`src/rtl/sync_fifo_flags_if.sv`:
```
// rtl/sync_fifo_flags_if.sv - producer/consumer bundle for the flagged single-clock FIFO
interface sync_fifo_flags_if #(
  parameter int FIFO_width   = 8,
  parameter int Pointer_Size = 3
);
  logic                    FLUSH;
  logic                    WR_INC;
  logic [FIFO_width-1:0]   WR_DATA;
  logic                    RD_INC;
  logic [FIFO_width-1:0]   RD_DATA;
  logic                    RD_VALID;
  logic                    FULL;
  logic                    EMPTY;
  logic                    ALMOST_FULL;
  logic                    ALMOST_EMPTY;
  logic [Pointer_Size:0]   COUNT;
  logic                    OVERFLOW;
  logic                    UNDERFLOW;

  modport master (
    output FLUSH, WR_INC, WR_DATA, RD_INC,
    input  RD_DATA, RD_VALID, FULL, EMPTY, ALMOST_FULL, ALMOST_EMPTY,
           COUNT, OVERFLOW, UNDERFLOW
  );

  modport slave (
    input  FLUSH, WR_INC, WR_DATA, RD_INC,
    output RD_DATA, RD_VALID, FULL, EMPTY, ALMOST_FULL, ALMOST_EMPTY,
           COUNT, OVERFLOW, UNDERFLOW
  );
endinterface

```
`src/rtl/sync_fifo_flags.sv`:
```
// rtl/sync_fifo_flags.sv - single-clock FIFO with count, thresholds, error pulses, flush, FWFT option
module sync_fifo_flags #(
  parameter int FIFO_width   = 8,
  parameter int FIFO_depth   = 8,
  parameter int Pointer_Size = 3,
  parameter int AF_LEVEL     = 6,
  parameter int AE_LEVEL     = 2,
  parameter int FWFT         = 0
) (
  input  logic                 CLK,
  input  logic                 RST,
  sync_fifo_flags_if.slave     bus
);
  localparam int CW = Pointer_Size + 1;
  localparam logic [CW-1:0]           DEPTH_C = CW'(FIFO_depth);
  localparam logic [CW-1:0]           AF_C    = CW'(AF_LEVEL);
  localparam logic [CW-1:0]           AE_C    = CW'(AE_LEVEL);
  localparam logic [CW-1:0]           CNT_ONE = CW'(1);
  localparam logic [Pointer_Size-1:0] PTR_ONE = Pointer_Size'(1);

  logic [FIFO_width-1:0]   mem [FIFO_depth];
  logic [Pointer_Size-1:0] wr_ptr;
  logic [Pointer_Size-1:0] rd_ptr;
  logic [CW-1:0]           count_q;
  logic [CW-1:0]           count_nxt;
  logic                    full_q;
  logic                    empty_q;
  logic                    af_q;
  logic                    ae_q;
  logic                    ovf_q;
  logic                    udf_q;
  logic                    rd_valid_q;
  logic [FIFO_width-1:0]   rd_data_q;
  logic                    wr_acc;
  logic                    rd_acc;

  // Acceptance uses the flags registered at the start of the cycle; flush suppresses both sides.
  always_comb begin
    wr_acc    = bus.WR_INC & ~full_q  & ~bus.FLUSH;
    rd_acc    = bus.RD_INC & ~empty_q & ~bus.FLUSH;
    count_nxt = count_q;
    if (bus.FLUSH) begin
      count_nxt = '0;
    end else begin
      case ({wr_acc, rd_acc})
        2'b10:   count_nxt = count_q + CNT_ONE;
        2'b01:   count_nxt = count_q - CNT_ONE;
        default: count_nxt = count_q;
      endcase
    end
  end

  always_ff @(posedge CLK or negedge RST) begin
    if (!RST) begin
      wr_ptr  <= '0;
      rd_ptr  <= '0;
      count_q <= '0;
      full_q  <= 1'b0;
      empty_q <= 1'b1;
      af_q    <= 1'b0;
      ae_q    <= 1'b1;
      ovf_q   <= 1'b0;
      udf_q   <= 1'b0;
    end else begin
      if (bus.FLUSH) begin
        wr_ptr <= '0;
        rd_ptr <= '0;
      end else begin
        if (wr_acc) wr_ptr <= wr_ptr + PTR_ONE;
        if (rd_acc) rd_ptr <= rd_ptr + PTR_ONE;
      end
      count_q <= count_nxt;
      full_q  <= (count_nxt == DEPTH_C);
      empty_q <= (count_nxt == '0);
      af_q    <= (count_nxt >= AF_C);
      ae_q    <= (count_nxt <= AE_C);
      ovf_q   <= bus.WR_INC & full_q  & ~bus.FLUSH;
      udf_q   <= bus.RD_INC & empty_q & ~bus.FLUSH;
    end
  end

  // Storage is deliberately left unreset.
  always_ff @(posedge CLK) begin
    if (wr_acc) mem[wr_ptr] <= bus.WR_DATA;
  end

  // Registered-read path; flush drops the valid but keeps the last word on the bus.
  always_ff @(posedge CLK or negedge RST) begin
    if (!RST) begin
      rd_valid_q <= 1'b0;
      rd_data_q  <= '0;
    end else if (bus.FLUSH) begin
      rd_valid_q <= 1'b0;
    end else if (rd_acc) begin
      rd_valid_q <= 1'b1;
      rd_data_q  <= mem[rd_ptr];
    end else begin
      rd_valid_q <= 1'b0;
    end
  end

  assign bus.RD_DATA      = (FWFT != 0) ? mem[rd_ptr] : rd_data_q;
  assign bus.RD_VALID     = (FWFT != 0) ? ~empty_q    : rd_valid_q;
  assign bus.FULL         = full_q;
  assign bus.EMPTY        = empty_q;
  assign bus.ALMOST_FULL  = af_q;
  assign bus.ALMOST_EMPTY = ae_q;
  assign bus.COUNT        = count_q;
  assign bus.OVERFLOW     = ovf_q;
  assign bus.UNDERFLOW    = udf_q;
endmodule

```
`src/flat_wrapper.sv`:
```
// flat-port wrapper written by rule: the top's interface ports become plain ports
module sync_fifo_flags_flat 
#(
  parameter int FIFO_width   = 8,
  parameter int FIFO_depth   = 8,
  parameter int Pointer_Size = 3,
  parameter int AF_LEVEL     = 6,
  parameter int AE_LEVEL     = 2,
  parameter int FWFT         = 0
)
  (CLK, RST, bus_FLUSH, bus_WR_INC, bus_WR_DATA, bus_RD_INC, bus_RD_DATA, bus_RD_VALID, bus_FULL, bus_EMPTY, bus_ALMOST_FULL, bus_ALMOST_EMPTY, bus_COUNT, bus_OVERFLOW, bus_UNDERFLOW);
  sync_fifo_flags_if #(.FIFO_width(FIFO_width), .Pointer_Size(Pointer_Size)) bus_i ();
  input  logic CLK;
  input  logic RST;
  input wire logic [$bits(bus_i.FLUSH)-1:0] bus_FLUSH;
  input wire logic [$bits(bus_i.WR_INC)-1:0] bus_WR_INC;
  input wire logic [$bits(bus_i.WR_DATA)-1:0] bus_WR_DATA;
  input wire logic [$bits(bus_i.RD_INC)-1:0] bus_RD_INC;
  output wire logic [$bits(bus_i.RD_DATA)-1:0] bus_RD_DATA;
  output wire logic [$bits(bus_i.RD_VALID)-1:0] bus_RD_VALID;
  output wire logic [$bits(bus_i.FULL)-1:0] bus_FULL;
  output wire logic [$bits(bus_i.EMPTY)-1:0] bus_EMPTY;
  output wire logic [$bits(bus_i.ALMOST_FULL)-1:0] bus_ALMOST_FULL;
  output wire logic [$bits(bus_i.ALMOST_EMPTY)-1:0] bus_ALMOST_EMPTY;
  output wire logic [$bits(bus_i.COUNT)-1:0] bus_COUNT;
  output wire logic [$bits(bus_i.OVERFLOW)-1:0] bus_OVERFLOW;
  output wire logic [$bits(bus_i.UNDERFLOW)-1:0] bus_UNDERFLOW;
  assign bus_i.FLUSH = bus_FLUSH;
  assign bus_i.WR_INC = bus_WR_INC;
  assign bus_i.WR_DATA = bus_WR_DATA;
  assign bus_i.RD_INC = bus_RD_INC;
  assign bus_RD_DATA = bus_i.RD_DATA;
  assign bus_RD_VALID = bus_i.RD_VALID;
  assign bus_FULL = bus_i.FULL;
  assign bus_EMPTY = bus_i.EMPTY;
  assign bus_ALMOST_FULL = bus_i.ALMOST_FULL;
  assign bus_ALMOST_EMPTY = bus_i.ALMOST_EMPTY;
  assign bus_COUNT = bus_i.COUNT;
  assign bus_OVERFLOW = bus_i.OVERFLOW;
  assign bus_UNDERFLOW = bus_i.UNDERFLOW;
  sync_fifo_flags #(.FIFO_width(FIFO_width), .FIFO_depth(FIFO_depth), .Pointer_Size(Pointer_Size), .AF_LEVEL(AF_LEVEL), .AE_LEVEL(AE_LEVEL), .FWFT(FWFT)) u_core (.CLK(CLK), .RST(RST), .bus(bus_i));
endmodule
```
`config.mk`:
```
export PLATFORM = sky130hd
export DESIGN_NAME = sync_fifo_flags_flat
export DESIGN_NICKNAME = d
export VERILOG_FILES = /design/src/rtl/sync_fifo_flags_if.sv /design/src/rtl/sync_fifo_flags.sv /design/src/flat_wrapper.sv
export SDC_FILE = /design/constraint.sdc
export NUM_CORES = 1
export LEC_CHECK = 0
export CORE_MARGIN = 2
export CORE_UTILIZATION = 51
export CTS_CLUSTER_DIAMETER = 150
export DETAILED_ROUTE_END_ITERATION = 8
export PLACE_DENSITY = 0.75
export SLEW_MARGIN = 15
export SYNTH_ARGS = -nofsm -noshare
export SYNTH_HDL_FRONTEND = slang
export SYNTH_SLANG_ARGS = --single-unit
export TNS_END_PERCENT = 20
```
`constraint.sdc`:
```
create_clock -name CLK -period 2.1 [get_ports CLK]
set_input_delay 0.315 -clock CLK [delete_from_list [all_inputs] [get_ports CLK]]
set_output_delay 0.315 -clock CLK [all_outputs]
set_load 0.005 [all_outputs]
```
## Word-level counts from Yosys, hierarchy flattened

Memory sizes are Yosys's and may differ from the RTL's. A register that Yosys moved wholly into a read port is not among the register bits.
Index checks and enable logic that the tools add are counted.

| word-level totals | value |
|---|---|
| bits in registers | 17 |
| word-level logic and storage cells | 46 |
| output and inout port bits | 19 |
| bits in writable memories | 64 |
| memories | 1 |

| operators by class | value |
|---|---|
| bitwise operators | 11 |
| reduce and logical (&&, ||, !) cells | 5 |
| mux-type cells | 10 |
| equal/unequal tests | 3 |
| add/subtract/negate cells | 4 |
| magnitude comparators | 2 |

Memories:

| name | depth | bits a word | rd ports | clocked after Yosys merged registers in | write ports | line | text |
|---|---|---|---|---|---|---|---|
| u_core.mem | 8 | 8 | 1 | 1 | 1 | sync_fifo_flags.sv:21 | `logic [FIFO_width-1:0] mem [FIFO_depth];` |

Operator list:

| kind | number |
|---|---|
| 2-to-1 mux 3 bit | 4 |
| bitwise AND 1 bit | 8 |
| case mux 4 bit (2 select lines) | 1 |
| adder 3 x 1 -> 3 bit, second input constant | 2 |
| adder 4 x 1 -> 4 bit, second input constant | 1 |
| == test 4 bit, second input constant | 1 |
| greater-or-equal comparator 4 x 3 -> 1 bit, second input constant | 1 |
| <= comparator 4 x 2 -> 1 bit, second input constant | 1 |
| logical NOT 4 bit | 1 |
| 2-to-1 mux 1 bit | 4 |
| 2-to-1 mux 4 bit | 1 |
| nonzero test 2 bit | 2 |
| subtractor 4 x 1 -> 4 bit, second input constant | 1 |
| NOT 1 bit | 3 |
| == test 2 x 1 -> 1 bit, second input constant | 1 |
| == test 2 bit, second input constant | 1 |
| AND reduction 2 bit | 1 |
| logical NOT 1 bit | 1 |

## Depth between registers and ports, before layout

| depth | value |
|---|---|
| word-level depth | 7 |
| depth in mapped cells | 11 |
| gate-level depth less buffers | 10 |

## Least setup slack after synthesis

No wires, ideal clock.

| timing path | value |
|---|---|
| path kind | input port to flip-flop |
| start | input port bus_FLUSH |
| end | register u_core.full_q, in the netlist u_core.bus.FULL |
| library setup time | 0.100 ns |
| data arrival time | 2.460 ns |
| data required time | 2.000 ns |
| buffers on the path | 3 |
| path slack | -0.460 ns |
| cell stages on the path | 11 |
| cell sequence | clkbuf_1 > buf_1 > nor2_1 > ha_1 > buf_2 > xor2_1 > ha_1 > a21oi_1 > mux2i_1 > xnor2_1 > nor4bb_1 |

| between the ends | value |
|---|---|
| cells in the longest elaborated chain, start to end | 6 |

Ends and longest elaborated chain:

| what | line | text |
|---|---|---|
| start: declaration | flat_wrapper.sv:15 | `input wire logic [$bits(bus_i.FLUSH)-1:0] bus_FLUSH;` |
| NOT 1 bit (no source line) | - |  |
| bitwise AND 1 bit, on equally long branches | sync_fifo_flags.sv:40, sync_fifo_flags.sv:39 |  |
| == test 2 x 1 -> 1 bit or == test 2 bit (tied branches) | sync_fifo_flags.sv:45 | `case ({wr_acc, rd_acc})` |
| case mux 4 bit (2 select lines) | sync_fifo_flags.sv:45 |  |
| 2-to-1 mux 4 bit * | sync_fifo_flags.sv:42 | `if (bus.FLUSH) begin` |
| == test 4 bit * | sync_fifo_flags.sv:73 | `full_q <= (count_nxt == DEPTH_C);` |
| end signal: assignment | sync_fifo_flags.sv:73 |  |
| end: declaration | sync_fifo_flags.sv:26 | `logic full_q;` |

Mark *: on every way between the ends. The rest lies on a longest branch, timed or not.
A chain may end at the register's enable or synchronous reset.

## Worst setup path after layout

| timing path | value |
|---|---|
| start | register u_core.full_q, in the netlist u_core.bus.FULL |
| end | register u_core.full_q, in the netlist u_core.bus.FULL |

| between the ends | value |
|---|---|
| cells in the longest elaborated chain, start to end | 7 |

Ends and longest elaborated chain:

| what | line | text |
|---|---|---|
| NOT 1 bit * | sync_fifo_flags.sv:39 | `wr_acc = bus.WR_INC & ~full_q & ~bus.FLUSH;` |
| bitwise AND 1 bit * (2 in series) | sync_fifo_flags.sv:39 |  |
| == test 2 x 1 -> 1 bit or == test 2 bit (tied branches) | sync_fifo_flags.sv:45 |  |
| case mux 4 bit (2 select lines) * | sync_fifo_flags.sv:45 |  |
| 2-to-1 mux 4 bit * | sync_fifo_flags.sv:42 |  |
| == test 4 bit * | sync_fifo_flags.sv:73 |  |

Marks and branches as above.

==> summary.txt <==
Detailed routing
  – DRC Markers: 0
  – WL final: 6.196 mm
  – Pre-Repair DR Iteration Count: 4
  – DRT iter0 DRCs: 184
  – Vias: 1,996
  – Detail Route Antenna Nets: 0
  – Vias/cell: 5.280
  – Wire per inst: 16.39 um

Global routing
  – Largest net degree at the start of global routing: 26
  – Overflow after GRT: 0
  – First-pass GRT wire length: 10.07 mm
  – Total GRT Usage: 18.02%
  – Initial antenna violation count: 0
  – Vias in the first global route: 1,936

Clocking
  – CTS Buffer Depth: 2
  – TritonCTS clock tree: yes
  – H-tree levels: 3
  – Root Buffer: clkbuf_8
  – CTS clock-pin slew for the worst setup and hold paths: 90 ps
  – Clk_lat worst skew: 350 ps
  – Clock Sinks: 89
  – CTS Buf Count: 9
  – Hold buffer count at cts: 0

Pwr
  – Seq pwr share: 55.9%
  – Combinational Power Share: 15.3%
  – Sw frac: 24.55%
  – Cell-internal power: 0.002778 W
  – Clock power share: 28.8%
  – Pwr Total: 0.003682 W
  – Max IR drop VDD: 0.4561 mV
  – Pwr dens: 826.6 nW/um2
  – Switching power total: 0.0009040 W
  – Leak: 1.579 nW

Logic synthesis
  – Post-synth cell types: 38
  – Synthesized area per cell: 16.47 um2
  – Sequential fraction of the synthesis area: 70.37%
  – Yosys warnings: 0
  – Synth Register Bits: 89
  – Syn Std Cell Area: 3623 um2
  – Top cell type's share of synthesized area: 53.04%
  – Net count after synthesis: 238
  – Cell taking the most area after synthesis: edfxtp_1
  – Top post-synthesis cells by area: edfxtp_1 (53%), dfrtp_1 (16%), mux4_2 (9.9%)
  – Syn Inst Count: 220

Floorplan
  – Die Width: 88.29 um
  – Die ar.: 7795 um2
  – Core Area: 6832 um2
  – I/O pins: 32
  – # rows: 30
  – Initial core utilization: 53.04%
  – Die extent in y: 88.29 um

Critical path
  – Worst path arrival time: 2390 ps
  – Critical Path RT: 2370 ps
  – CP endpoint kind: flop
  – Flop2flop setup slack: -20 ps
  – CP Class: flop to flop
  – Maximum fanout along the worst path: 5
  – Startpoint types: flop
  – Reg2reg end: u_core.bus.FULL
  – R2R cell count: 10
  – FF-to-FF Start: u_core.bus.FULL

STA
  – Setup ws final: -23.21 ps
  – Setup violation total in the final timing report: 2
  – Hold Vio Cnt, Final: 0
  – Final Hold Slack: 323.9 ps
  – TNS Setup: -38.01 ps
  – Fin. max-slew vios: 0
  – FMAX: 471.0 MHz
  – Final Skew: 10.28 ps
  – Actual slew at the worst max-slew pin: 574.7 ps
  – Min cycle time layout: 2123 ps
  – Final period utilization: 101.1%
  – Slew HR: 61.68%
  – Unrepaired setup endpoints after global routing: true

Final layout
  – Final net count: 295
  – P&R area growth vs syn: 22.93%
  – Diode count: 0
  – Fin cells: 378
  – Share of cells above drive strength 1: 27.30%

Placement
  – Pre-CTS WS: -495.9 ps
  – Placed Instances: 360
  – DP HPWL: 4.100 mm
  – RD Place Congestion: 0.7621
  – Port bufs: 31

Run status
  – Failing checks: setup timing
  – Status: finished, violations left

Run
  – Number of max-cap violations: 0

Hold path
  – Hold WC Path Type: input port to async pin
## what timing repair did
| item | in CTS | in global routing |
|---|---|---|
| pin swaps | 3 | 2 |
| hold endpoints to repair | 0 | 0 |
| endpoints found under the setup margin | 4 | 6 |
| gates resized for setup | 8 | 3 |
| setup buffers | 1 | 1 |
## power groups by stage
stage / registers [W] / clock network [W] / logic [W]
2_1_floorplan: 0.00210 / 0 / 0.000264
3_3_place_gp: 0.00209 / 0 / 0.000551
3_5_place_dp: 0.00210 / 0 / 0.000560
4_1_cts: 0.00206 / 0.00109 / 0.000569
5_1_grt: 0.00207 / 0.00116 / 0.000627
6_report: 0.00206 / 0.00106 / 0.000565
## flip-flops by register name, indices dropped and copies added (netlist names)
register and flops:
u_core.bus.COUNT 4, u_core.bus.OVERFLOW 1, u_core.bus.ALMOST_FULL 1, u_core.bus.RD_VALID 1, u_core.bus.UNDERFLOW 1, u_core.mem 64
u_core.wr_ptr 3, u_core.bus.ALMOST_EMPTY 1, u_core.rd_ptr 3, u_core.bus.EMPTY 1, u_core.bus.FULL 1, u_core.bus.RD_DATA 8
## synthesized netlist by cell type, drive strengths merged
cell	instances
buf	7
dfrtp	23
xor2	4
a41o	1
a31o	1
o41ai	1
nand2	11
nor2	30
xnor2	3
o22ai	1
a21bo	1
mux4	16
dfstp	2
nor4bb	1
a21oi	12
a211oi	1
mux2i	10
nand2b	4
nor3b	1
nand3	1
inv	3
clkbuf	4
or4b	1
o211ai	1
ha	5
edfxtp	64
nor2b	3
nand3b	1
or3	1
a2bb2oi	1
a21o	1
or2	1
nor3	2
and2	1
## per-stage QoR
| step | cell area, um2 | utilization (%) |
|---|---|---|
| 2_1_floorplan | 3665 | - |
| 3_3_place_gp | 4215 | 61.70 |
| 3_5_place_dp | 4215 | 61.70 |
| 4_1_cts | 4423 | 64.74 |
| 5_1_grt | 4454 | 65.20 |
| 6_report | 4454 | 65.20 |
## per-layer routing
metal,vias to the layer above,track usage [%],share of wire [%]
met5,-,0,0
met1,990,26.11,45
met4,0,7.438,1.6
li1,940,-,-
met3,8,3.918,5.3
met2,58,26.93,48
## cells by family (layout without fill, tap and decap cells)
family	count (synthesis)	after routing	share of synthesized area, %
flops	89	89	70.37
simple gates	58	58	7.459
mux	26	26	12.71
compound gates	21	21	4.144
buf+inv	14	76	1.899
xor+xnor	7	7	1.692
fa+ha+maj	5	5	1.727
## final cells by class
| class | instances | area (um2) |
|---|---|---|
| Sequential cell | 89 | 2550 |
| Fill cell | 484 | 2377 |
| Multi-Input combinational cell | 117 | 1079 |
| Timing Repair Buffer | 57 | 515.5 |
| Clock buffer | 10 | 127.6 |
| Tap cell | 96 | 120.1 |
| Clock inverter | 6 | 51.30 |
| Inverter | 3 | 11.26 |
## layout by cell type (no fill, tap or decap), types with 3 or more instances in the layout
| cell type | netlist | final |
|---|---|---|
| a21oi_1 | 11 | 10 |
| buf_4 | 1 | 25 |
| clkbuf_8 | 0 | 9 |
| clkdlybuf4s50_1 | 0 | 29 |
| clkinvlp_4 | 0 | 3 |
| dfrtp_1 | 23 | 23 |
| edfxtp_1 | 64 | 64 |
| ha_1 | 5 | 3 |
| mux2i_1 | 10 | 9 |
| mux4_2 | 16 | 16 |
| nand2_1 | 11 | 11 |
| nor2_1 | 30 | 28 |
| nor2b_1 | 3 | 3 |
| xor2_1 | 4 | 3 |
## worst max-delay path, cell delays in order, from the launching register on
cell	delay, ps
dfrtp_1	420
nand2b_4	160
nor2_4	90
inv_2	60
ha_4	170
xor2_2	140
ha_2	180
a21oi_2	120
mux2i_2	270
xnor2_2	180
nor4bb_2	230
## worst max path at each step
stage / to / slack [ps] / start / cells after the start
floorplan: u_core.bus.FULL / -30 / u_core.bus.FULL / 11
global placement: u_core.bus.FULL / -390 / bus_WR_INC / 11
detailed placement: u_core.bus.FULL / -500 / bus_WR_INC / 11
CTS: u_core.bus.FULL / -30 / u_core.bus.EMPTY / 9
global route: u_core.bus.FULL / -180 / u_core.bus.FULL / 10
finish: u_core.bus.FULL / -20 / u_core.bus.FULL / 10
No activity file was read; power rests on OpenSTA's default activity.
